`src/rtl/mem_access_unit.sv`:
```
// mem_access_unit: initiator-side load/store controller for a single-port
// synchronous word RAM. Byte/halfword/word accesses, read-modify-write for
// sub-word stores, sign/zero-extended loads, rejection of bad addresses.
//
// state  | meaning
// -------+--------------------------------------------------------------
// IDLE   | ready for a request; req_ready high
// RD     | ram_read strobe for a load or a sub-word store
// WT     | sample ram_data_out; extract load lane or build merged word
// WR     | ram_write strobe with full or merged word
// RESP   | one-cycle resp_valid, resp_error from the latched check
module mem_access_unit #(
  parameter int unsigned WORDS = 32
) (
  input  logic        clk,
  input  logic        reset_n,
  input  logic        req_valid,
  output logic        req_ready,
  input  logic        req_write,
  input  logic [1:0]  req_size,
  input  logic        req_signed,
  input  logic [31:0] req_addr,
  input  logic [31:0] req_wdata,
  output logic        resp_valid,
  output logic        resp_error,
  output logic [31:0] resp_rdata,
  output logic        ram_read,
  output logic        ram_write,
  output logic [31:0] ram_address,
  output logic [31:0] ram_data_in,
  input  logic [31:0] ram_data_out
);

  typedef enum logic [2:0] {
    S_IDLE = 3'd0,
    S_RD   = 3'd1,
    S_WT   = 3'd2,
    S_WR   = 3'd3,
    S_RESP = 3'd4
  } state_t;

  localparam logic [1:0] SZ_BYTE = 2'b00;
  localparam logic [1:0] SZ_HALF = 2'b01;
  localparam logic [1:0] SZ_WORD = 2'b10;

  state_t      state_q, state_d;
  logic        write_q;
  logic [1:0]  size_q;
  logic        signed_q;
  logic [31:0] addr_q;
  logic [31:0] wdata_q;
  logic        err_q;
  logic [31:0] merge_q;
  logic [31:0] rdata_q;

  logic        accept;
  logic        req_err;
  logic [7:0]  lane_b;
  logic [15:0] lane_h;
  logic [31:0] load_val;
  logic [31:0] merged;

  assign accept = (state_q == S_IDLE) && req_valid;

  // Classify an incoming request as illegal size, misaligned or out of range.
  always_comb begin
    req_err = 1'b0;
    if (req_size == 2'b11) req_err = 1'b1;
    if (req_size == SZ_HALF && req_addr[0]) req_err = 1'b1;
    if (req_size == SZ_WORD && req_addr[1:0] != 2'b00) req_err = 1'b1;
    if ({2'b00, req_addr[31:2]} >= WORDS) req_err = 1'b1;
  end

  // State register; reset abandons any in-flight access with no response.
  always_ff @(posedge clk or negedge reset_n) begin
    if (!reset_n) state_q <= S_IDLE;
    else          state_q <= state_d;
  end

  // Next-state logic.
  always_comb begin
    state_d = state_q;
    case (state_q)
      S_IDLE: begin
        if (req_valid) begin
          if (req_err)                                 state_d = S_RESP;
          else if (req_write && req_size == SZ_WORD)   state_d = S_WR;
          else                                         state_d = S_RD;
        end
      end
      S_RD:    state_d = S_WT;
      S_WT:    state_d = write_q ? S_WR : S_RESP;
      S_WR:    state_d = S_RESP;
      S_RESP:  state_d = S_IDLE;
      default: state_d = S_IDLE;
    endcase
  end

  // Capture all request fields at the accept edge so later input changes are ignored.
  always_ff @(posedge clk or negedge reset_n) begin
    if (!reset_n) begin
      write_q  <= 1'b0;
      size_q   <= 2'b00;
      signed_q <= 1'b0;
      addr_q   <= 32'h0;
      wdata_q  <= 32'h0;
      err_q    <= 1'b0;
    end else if (accept) begin
      write_q  <= req_write;
      size_q   <= req_size;
      signed_q <= req_signed;
      addr_q   <= req_addr;
      wdata_q  <= req_wdata;
      err_q    <= req_err;
    end
  end

  // Pick the addressed byte and halfword lanes out of the returned RAM word.
  always_comb begin
    lane_b = 8'h00;
    case (addr_q[1:0])
      2'd0: lane_b = ram_data_out[7:0];
      2'd1: lane_b = ram_data_out[15:8];
      2'd2: lane_b = ram_data_out[23:16];
      2'd3: lane_b = ram_data_out[31:24];
      default: lane_b = 8'h00;
    endcase
    lane_h = addr_q[1] ? ram_data_out[31:16] : ram_data_out[15:0];
  end

  // Extend the extracted lane to a full load result.
  always_comb begin
    load_val = ram_data_out;
    case (size_q)
      SZ_BYTE: load_val = {{24{signed_q & lane_b[7]}}, lane_b};
      SZ_HALF: load_val = {{16{signed_q & lane_h[15]}}, lane_h};
      default: load_val = ram_data_out;
    endcase
  end

  // Overlay the store operand onto the old word for read-modify-write.
  always_comb begin
    merged = ram_data_out;
    if (size_q == SZ_BYTE) begin
      case (addr_q[1:0])
        2'd0: merged[7:0]   = wdata_q[7:0];
        2'd1: merged[15:8]  = wdata_q[7:0];
        2'd2: merged[23:16] = wdata_q[7:0];
        2'd3: merged[31:24] = wdata_q[7:0];
        default: merged = ram_data_out;
      endcase
    end else if (size_q == SZ_HALF) begin
      if (addr_q[1]) merged[31:16] = wdata_q[15:0];
      else           merged[15:0]  = wdata_q[15:0];
    end
  end

  // In WT register either the load result or the merged store word; resp_rdata holds otherwise.
  always_ff @(posedge clk or negedge reset_n) begin
    if (!reset_n) begin
      merge_q <= 32'h0;
      rdata_q <= 32'h0;
    end else if (state_q == S_WT) begin
      if (write_q) merge_q <= merged;
      else         rdata_q <= load_val;
    end
  end

  // Strobes and buses decode directly from the state so reset drops them at once.
  always_comb begin
    req_ready   = (state_q == S_IDLE);
    resp_valid  = (state_q == S_RESP);
    resp_error  = (state_q == S_RESP) && err_q;
    resp_rdata  = rdata_q;
    ram_read    = (state_q == S_RD);
    ram_write   = (state_q == S_WR);
    ram_address = 32'h0;
    ram_data_in = 32'h0;
    if (state_q == S_RD || state_q == S_WR) ram_address = {2'b00, addr_q[31:2]};
    if (state_q == S_WR) ram_data_in = (size_q == SZ_WORD) ? wdata_q : merge_q;
  end

endmodule

```
`config.mk`:
```
export PLATFORM = sky130hd
export DESIGN_NAME = mem_access_unit
export DESIGN_NICKNAME = d
export VERILOG_FILES = /design/src/rtl/mem_access_unit.sv
export SDC_FILE = /design/constraint.sdc
export NUM_CORES = 1
export LEC_CHECK = 0
export BUFFER_PORTS_ARGS = -buffer_cell sky130_fd_sc_hd__buf_2
export CAP_MARGIN = 30
export CORE_MARGIN = 4
export CORE_UTILIZATION = 50
export CTS_CLUSTER_SIZE = 40
export DETAILED_ROUTE_END_ITERATION = 16
export MAX_ROUTING_LAYER = met4
export PLACE_DENSITY = 0.8
export SLEW_MARGIN = 30
export SYNTH_ARGS = -nofsm -noshare
export SYNTH_HDL_FRONTEND = slang
export SYNTH_SLANG_ARGS = --single-unit
```
`constraint.sdc`:
```
create_clock -name clk -period 2.34 [get_ports clk]
set_clock_uncertainty 0.05 [all_clocks]
set_input_delay 0.117 -clock clk [delete_from_list [all_inputs] [get_ports clk]]
set_output_delay 0.117 -clock clk [all_outputs]
set_load 0.01 [all_outputs]
```
# Yosys cells after proc, flatten, opt, wreduce, memory -nomap -nowiden
# Cells that the tools add are included.
# word_totals
out_inout_bits,101
regBits,136
# classes
muxes,23
eq_ne,13
n_bitwise,3
reduce_logical,12
n_lt_le_gt_ge,1
# ops
cell,count
$mux W32,4
$pmux W32 S2,1
$mux W16,3
$mux W8,4
$pmux W8 S4,1
$ge A30 B6 Y1 const B,1
$mux W30,1
$pmux W3 S4,1
$eq A2 B2 Y1 const B,5
$mux W3,3
$eq A2 B1 Y1 const B,3
$eq A3 B2 Y1 const B,2
$logic_and A1 B1 Y1,5
$logic_not A2 Y1,2
$mux W1,4
$reduce_and A2 Y1,2
$eq A3 B1 Y1 const B,1
$eq A3 B3 Y1 const B,1
$logic_not A3 Y1,1
$and A1 B1 Y1,2
$mux W2,1
$ne A2 B2 Y1 const B,1
$reduce_bool A2 Y1,1
$logic_or A1 B1 Y1,1
$not A1 Y1,1

# Logic depth before layout (Yosys ltp)
# depth
word_depth,8
depth_mapped,7
mapped_depth_nobuf,4

# Worst setup path before layout
# Ideal clock, no wire load.
# synth_timing
path_type,register to register
from,reg state_q[1]
to,reg wdata_q[29]
period_less_slack_ps,1895
stages_incl_launch_ff,7
arrival_time_ps,1720
slack_ps,445
path_buffers,3
required_time_ps,2165
setup_time_ps,125
path_cell_list,dfrtp_1 > buf_2 > nor3_1 > and2_1 > buf_4 > buf_4 > mux2_2
# synth_between
elab_chain_cells,2
# synth_lines
item,line_no,text
"start, declared",46,"state_t state_q, state_d;"
"start signal, assigned",77,else state_q <= state_d;
$logic_not A3 Y1,n/a,
net req_ready,18,"output logic req_ready,"
$logic_and A1 B1 Y1,63,assign accept = (state_q == S_IDLE) && req_valid;
"end signal, assigned",113,wdata_q <= req_wdata;
"end, declared",51,logic [31:0] wdata_q;
# The timed path passes the listed nets, and every way through them passes these cells.
# A chain may end at the register's enable or synchronous reset.

# Worst setup path after layout
# layout_timing
from,reg size_q[0]
to,out ram_data_in[2]
# layout_between
elab_chain_cells,3
# layout_lines
item,line_no,text
"start, declared",48,logic [1:0] size_q;
"start signal, assigned",110,size_q <= req_size;
$eq A2 B2 Y1,180,if (state_q == S_WR) ram_data_in = (size_q == SZ_WORD) ? wdata_q : merge_q;
$mux W32 (2 in series),180,
"end, declared",30,"output logic [31:0] ram_data_in,"
# No other way between the ends.

==> summary by stage <==
Placement
Routability-driven placement finished with a final weighted congestion of 0.957. The number of cells in the design after placement is 1032. Detailed placement ended at an HPWL of 14800 um. The pre-CTS worst setup slack is 0.362 ns. The total of buffers placed on input and output ports is 201.

Synthesis
For this run, the leading register cell type out of synthesis is sky130_fd_sc_hd__dfrtp_1. The multiplexer fraction of the synthesized cell area is 15.4%. The count of cell types in the netlist is 49.

In this run the cell area of the synthesized design comes to 0.00687 mm2. Each instance of the synthesized netlist takes up on average 10.1 um2. Yosys mapped a number of flops with a built-in enable equal to 0.

The post-synthesis async set-or-reset flop share is 100%. The synthesized netlist devotes 0% of its cell area to XOR and XNOR gates. The synthesized netlist devotes 13.2% of its cell area to compound gates. For this run, the number of Yosys warnings is 0. Synthesis handed over a netlist of 683 instances.

The post-synthesis share of cell area spent on and, or, nand and nor gates is 17.6%. By area, the combinational part of the netlist is dominated by simple AND/OR/NAND/NOR gates. After synthesis the netlist holds a flip-flop and latch count of 136. The synthesized-area fraction occupied by adder cells is 0%. The share of the yosys chip area belonging to registers is 49.6%.

Global route
The wire length of the first global-routing pass is 35700 um. The remaining global-route overflow is 0. The number of antenna violations at the first check in global routing was 0. Global routing consumed, over all layers together, 29.8% of the routing resources.

The number of global-route vias before repair is 6716. Entering global routing, the biggest net connects 66 pins.

Clock tree
The largest buffer count on any clock path is 2. Counting every sink on the clock net gives 136. TritonCTS built the clock tree. The later pin in the worst-skew pair is clocked with a latency of 0.43 ns. The CTS H-tree depth is 4. The tree is rooted in a sky130_fd_sc_hd__clkbuf_16. Counting the buffers created by CTS gives 17. After clock tree synthesis, the clock-pin slew on the worst setup and hold paths is 0.06 ns.

Setup path
STA classifies the critical path endpoint as an output pin. In this design, the stage delay of the slowest critical-path cell is 0.45 ns. The worst flop-to-flop path startpoint is addr_q[1]. The worst register-to-register path has a depth of 4.

At the worst endpoint, the arrival time is 2.02 ns. The cell type of the slowest stage on the worst timing path is sky130_fd_sc_hd__dfrtp_1. For flop-to-flop paths, the worst setup slack is 0.34 ns. At the worst endpoint, the required time is 2.17 ns. The dominant cell type by count on the critical path is sky130_fd_sc_hd__buf_4. The category of the critical setup timing path is reg2out. The endpoint identified for the worst register-to-register timing path is resp_rdata[20].

Traced cell by cell, the critical path runs through buf_4 -> nand2b_1 -> buf_4 -> nand2_1 -> a21oi_1 -> buf_2. Along the worst path, the maximum fanout reaches 23. The type of element launching the critical path is a flip-flop.

Cells and area
After the flow finishes, the layout carries non-filler instances totaling 1150. The most frequent standard cell in the layout excluding fill and tap cells is sky130_fd_sc_hd__buf_2. The number of antenna diodes in the final layout is 0. The area growth from synthesis to layout is 39.2%.

The post-route netlist has 35.3% of its cells at a drive strength greater than 1. The final-stage net count is 1066. In the layout the commonest cells are sky130_fd_sc_hd__buf_2, sky130_fd_sc_hd__nand2_1, sky130_fd_sc_hd__dfrtp_1, sky130_fd_sc_hd__dlygate4sd3_1, sky130_fd_sc_hd__mux2_2.

STA
The count of final setup violators is 0. Setup slack closes at 0.152 ns. After layout, the worst path uses 93.5% of the clock period. The final total negative setup slack is 0 ns. The count of pins over their slew limit was 0. The actual slew at the worst max-slew pin is 0.604 ns. The total count of hold-check failures in the final report is 0. The tightest hold path in the finished design has a slack of 0.0171 ns.

Setup repair after global routing left no endpoint under its margin. The clock period could shrink to 2.19 ns. Timing would allow up to 0.457 GHz. The tightest slew margin relative to the limit is 59.5%.

Min path
The cell count of the worst hold path is 3. The critical hold path startpoint is ram_data_out[2]. The path with the worst hold slack has its endpoint at resp_rdata[2]. The tightest min-delay check is of the in2reg type.

Route
The first detailed-routing pass took 9 iterations. The final route contains 6576 vias. The routed wire length per instance is 19.9 um. After the first detailed-routing iteration, the DRC count stood at 815. The DRC violation count after routing is 0. The final antenna-violating net count is 0. Summed over all layers, the routed wires come to 22900 um.

The average vias per placed instance is 5.72.

Pwr
In this run the power density over the cells is 726 mW/mm2. The static leakage is 4.76 nW. The maximum VDD drop is 545 uV.

Die
The placeable core area is 0.0133 mm2. The initial utilization of the core area, before any placement, comes to 51.4%. The die outline area is 0.0157 mm2. Measured along the x axis, the die boundary spans 125 um. For this design the top-level I/O count stands at 204. The number of cell rows is 42. The floorplan die height is 125 um.

Status
The flow ran to the end, and the final reports show no timing, DRC or antenna violations.

Job
The number of max-cap violations is 0.
flip-flops by register name (all words and copies together) (netlist names):
| register | flops |
|---|---|
| size_q | 2 |
| signed_q | 1 |
| addr_q | 32 |
| state_q | 3 |
| resp_rdata | 32 |
| err_q | 1 |
| write_q | 1 |
| wdata_q | 32 |
| merge_q | 32 |
worst max-delay path, delay by kind of cell (launching register included):
kind / cells / cell delay [ns]
compound gates: 1 / 0.19
buf+inv: 3 / 0.68
flops: 1 / 0.45
simple gates: 2 / 0.27
layout make-up:
type                    instances  area [um2]
fillers                       974        3790
flip-flops and latches        136        3400
multi-input cells             491        3200
repair buffers                313        2110
clock buffers                  21         460
well taps                     176         220
clock inverters                 9         149
inverters                       4        15.0
metrics by stage:
| step | power (W) | utilization, % | cell area, um2 |
|---|---|---|---|
| 3_3_place_gp | 0.00397 | 60.4 | 8060 |
| 2_1_floorplan | 0.00353 | - | 6870 |
| 4_1_cts | 0.00692 | 71.6 | 9550 |
| 5_1_grt | 0.00720 | 71.6 | 9560 |
| 3_5_place_dp | 0.00401 | 60.4 | 8060 |
| 6_report | 0.00694 | 71.6 | 9560 |
cell families after synthesis:
logic type | Yosys count
flops | 136
compound gates | 137
simple gates | 257
mux | 95
buf+inv | 57
other cells | 1
cell usage after synthesis (2+ instances only):
cell type	number	share of area, %
sky130_fd_sc_hd__dfrtp_1	136	50
sky130_fd_sc_hd__nand2_1	136	7.4
sky130_fd_sc_hd__mux2_2	73	12
sky130_fd_sc_hd__o21ai_0	42	3.1
sky130_fd_sc_hd__a21oi_1	39	2.8
sky130_fd_sc_hd__nand3_1	34	2.5
sky130_fd_sc_hd__and2_1	33	3.0
sky130_fd_sc_hd__clkbuf_1	28	1.5
sky130_fd_sc_hd__mux2i_1	21	3.1
sky130_fd_sc_hd__nor2_1	17	0.93
sky130_fd_sc_hd__a222oi_1	15	2.2
sky130_fd_sc_hd__buf_2	12	0.87
sky130_fd_sc_hd__o22ai_1	8	0.73
sky130_fd_sc_hd__a22o_1	7	0.89
sky130_fd_sc_hd__buf_6	6	0.98
sky130_fd_sc_hd__nor3_1	6	0.44
sky130_fd_sc_hd__a221o_1	5	0.73
sky130_fd_sc_hd__nor2b_1	5	0.46
sky130_fd_sc_hd__nor4_1	5	0.46
sky130_fd_sc_hd__a221oi_1	4	0.51
sky130_fd_sc_hd__a22oi_1	4	0.44
sky130_fd_sc_hd__buf_4	4	0.44
sky130_fd_sc_hd__inv_1	4	0.22
sky130_fd_sc_hd__o31ai_1	4	0.44
sky130_fd_sc_hd__or2_2	4	0.36
sky130_fd_sc_hd__and3_1	3	0.27
sky130_fd_sc_hd__buf_1	3	0.16
sky130_fd_sc_hd__or3_1	3	0.27
sky130_fd_sc_hd__o21ai_1	2	0.15
routing by layer:
| metal | part of all wire (%) | wire [um] | global-route usage [%] | vias up |
|---|---|---|---|---|
| li1 | - | - | - | 2975 |
| met1 | 38 | 8750 | 37.0 | 3153 |
| met2 | 48 | 11100 | 47.4 | 370 |
| met3 | 9.8 | 2230 | 7.29 | 78 |
| met4 | 3.5 | 807 | 11.4 | 0 |
| met5 | 0 | 0 | - | - |
worst max path at each step:
stage	startpoint	to	slack [ns]	depth (start not counted)
after floorplan	state_q[1]	wdata_q[29]	0.44	6
after global placement	addr_q[1]	resp_rdata[29]	0.43	4
after detailed placement	addr_q[1]	resp_rdata[20]	0.36	4
after CTS	size_q[1]	ram_data_in[0]	0.14	6
after global routing	state_q[0]	ram_data_in[5]	0.05	5
final	size_q[0]	ram_data_in[2]	0.15	6
power breakdown:
part / leakage, nW / internal (W) / switching (W)
registers: 1.48 / 0.00258 / 0.000226
clock network: 0.303 / 0.00182 / 0.000982
logic: 2.98 / 0.000652 / 0.000677
total: 4.76 / 0.00506 / 0.00189
what timing repair did:
action                                  CTS  global route
endpoints found under the hold margin   138             0
resized for setup                         0             1
hold buffers                             88             0
setup buffers                             0             0
endpoints found under the setup margin    0            13
(Power assumes the default switching activity.)
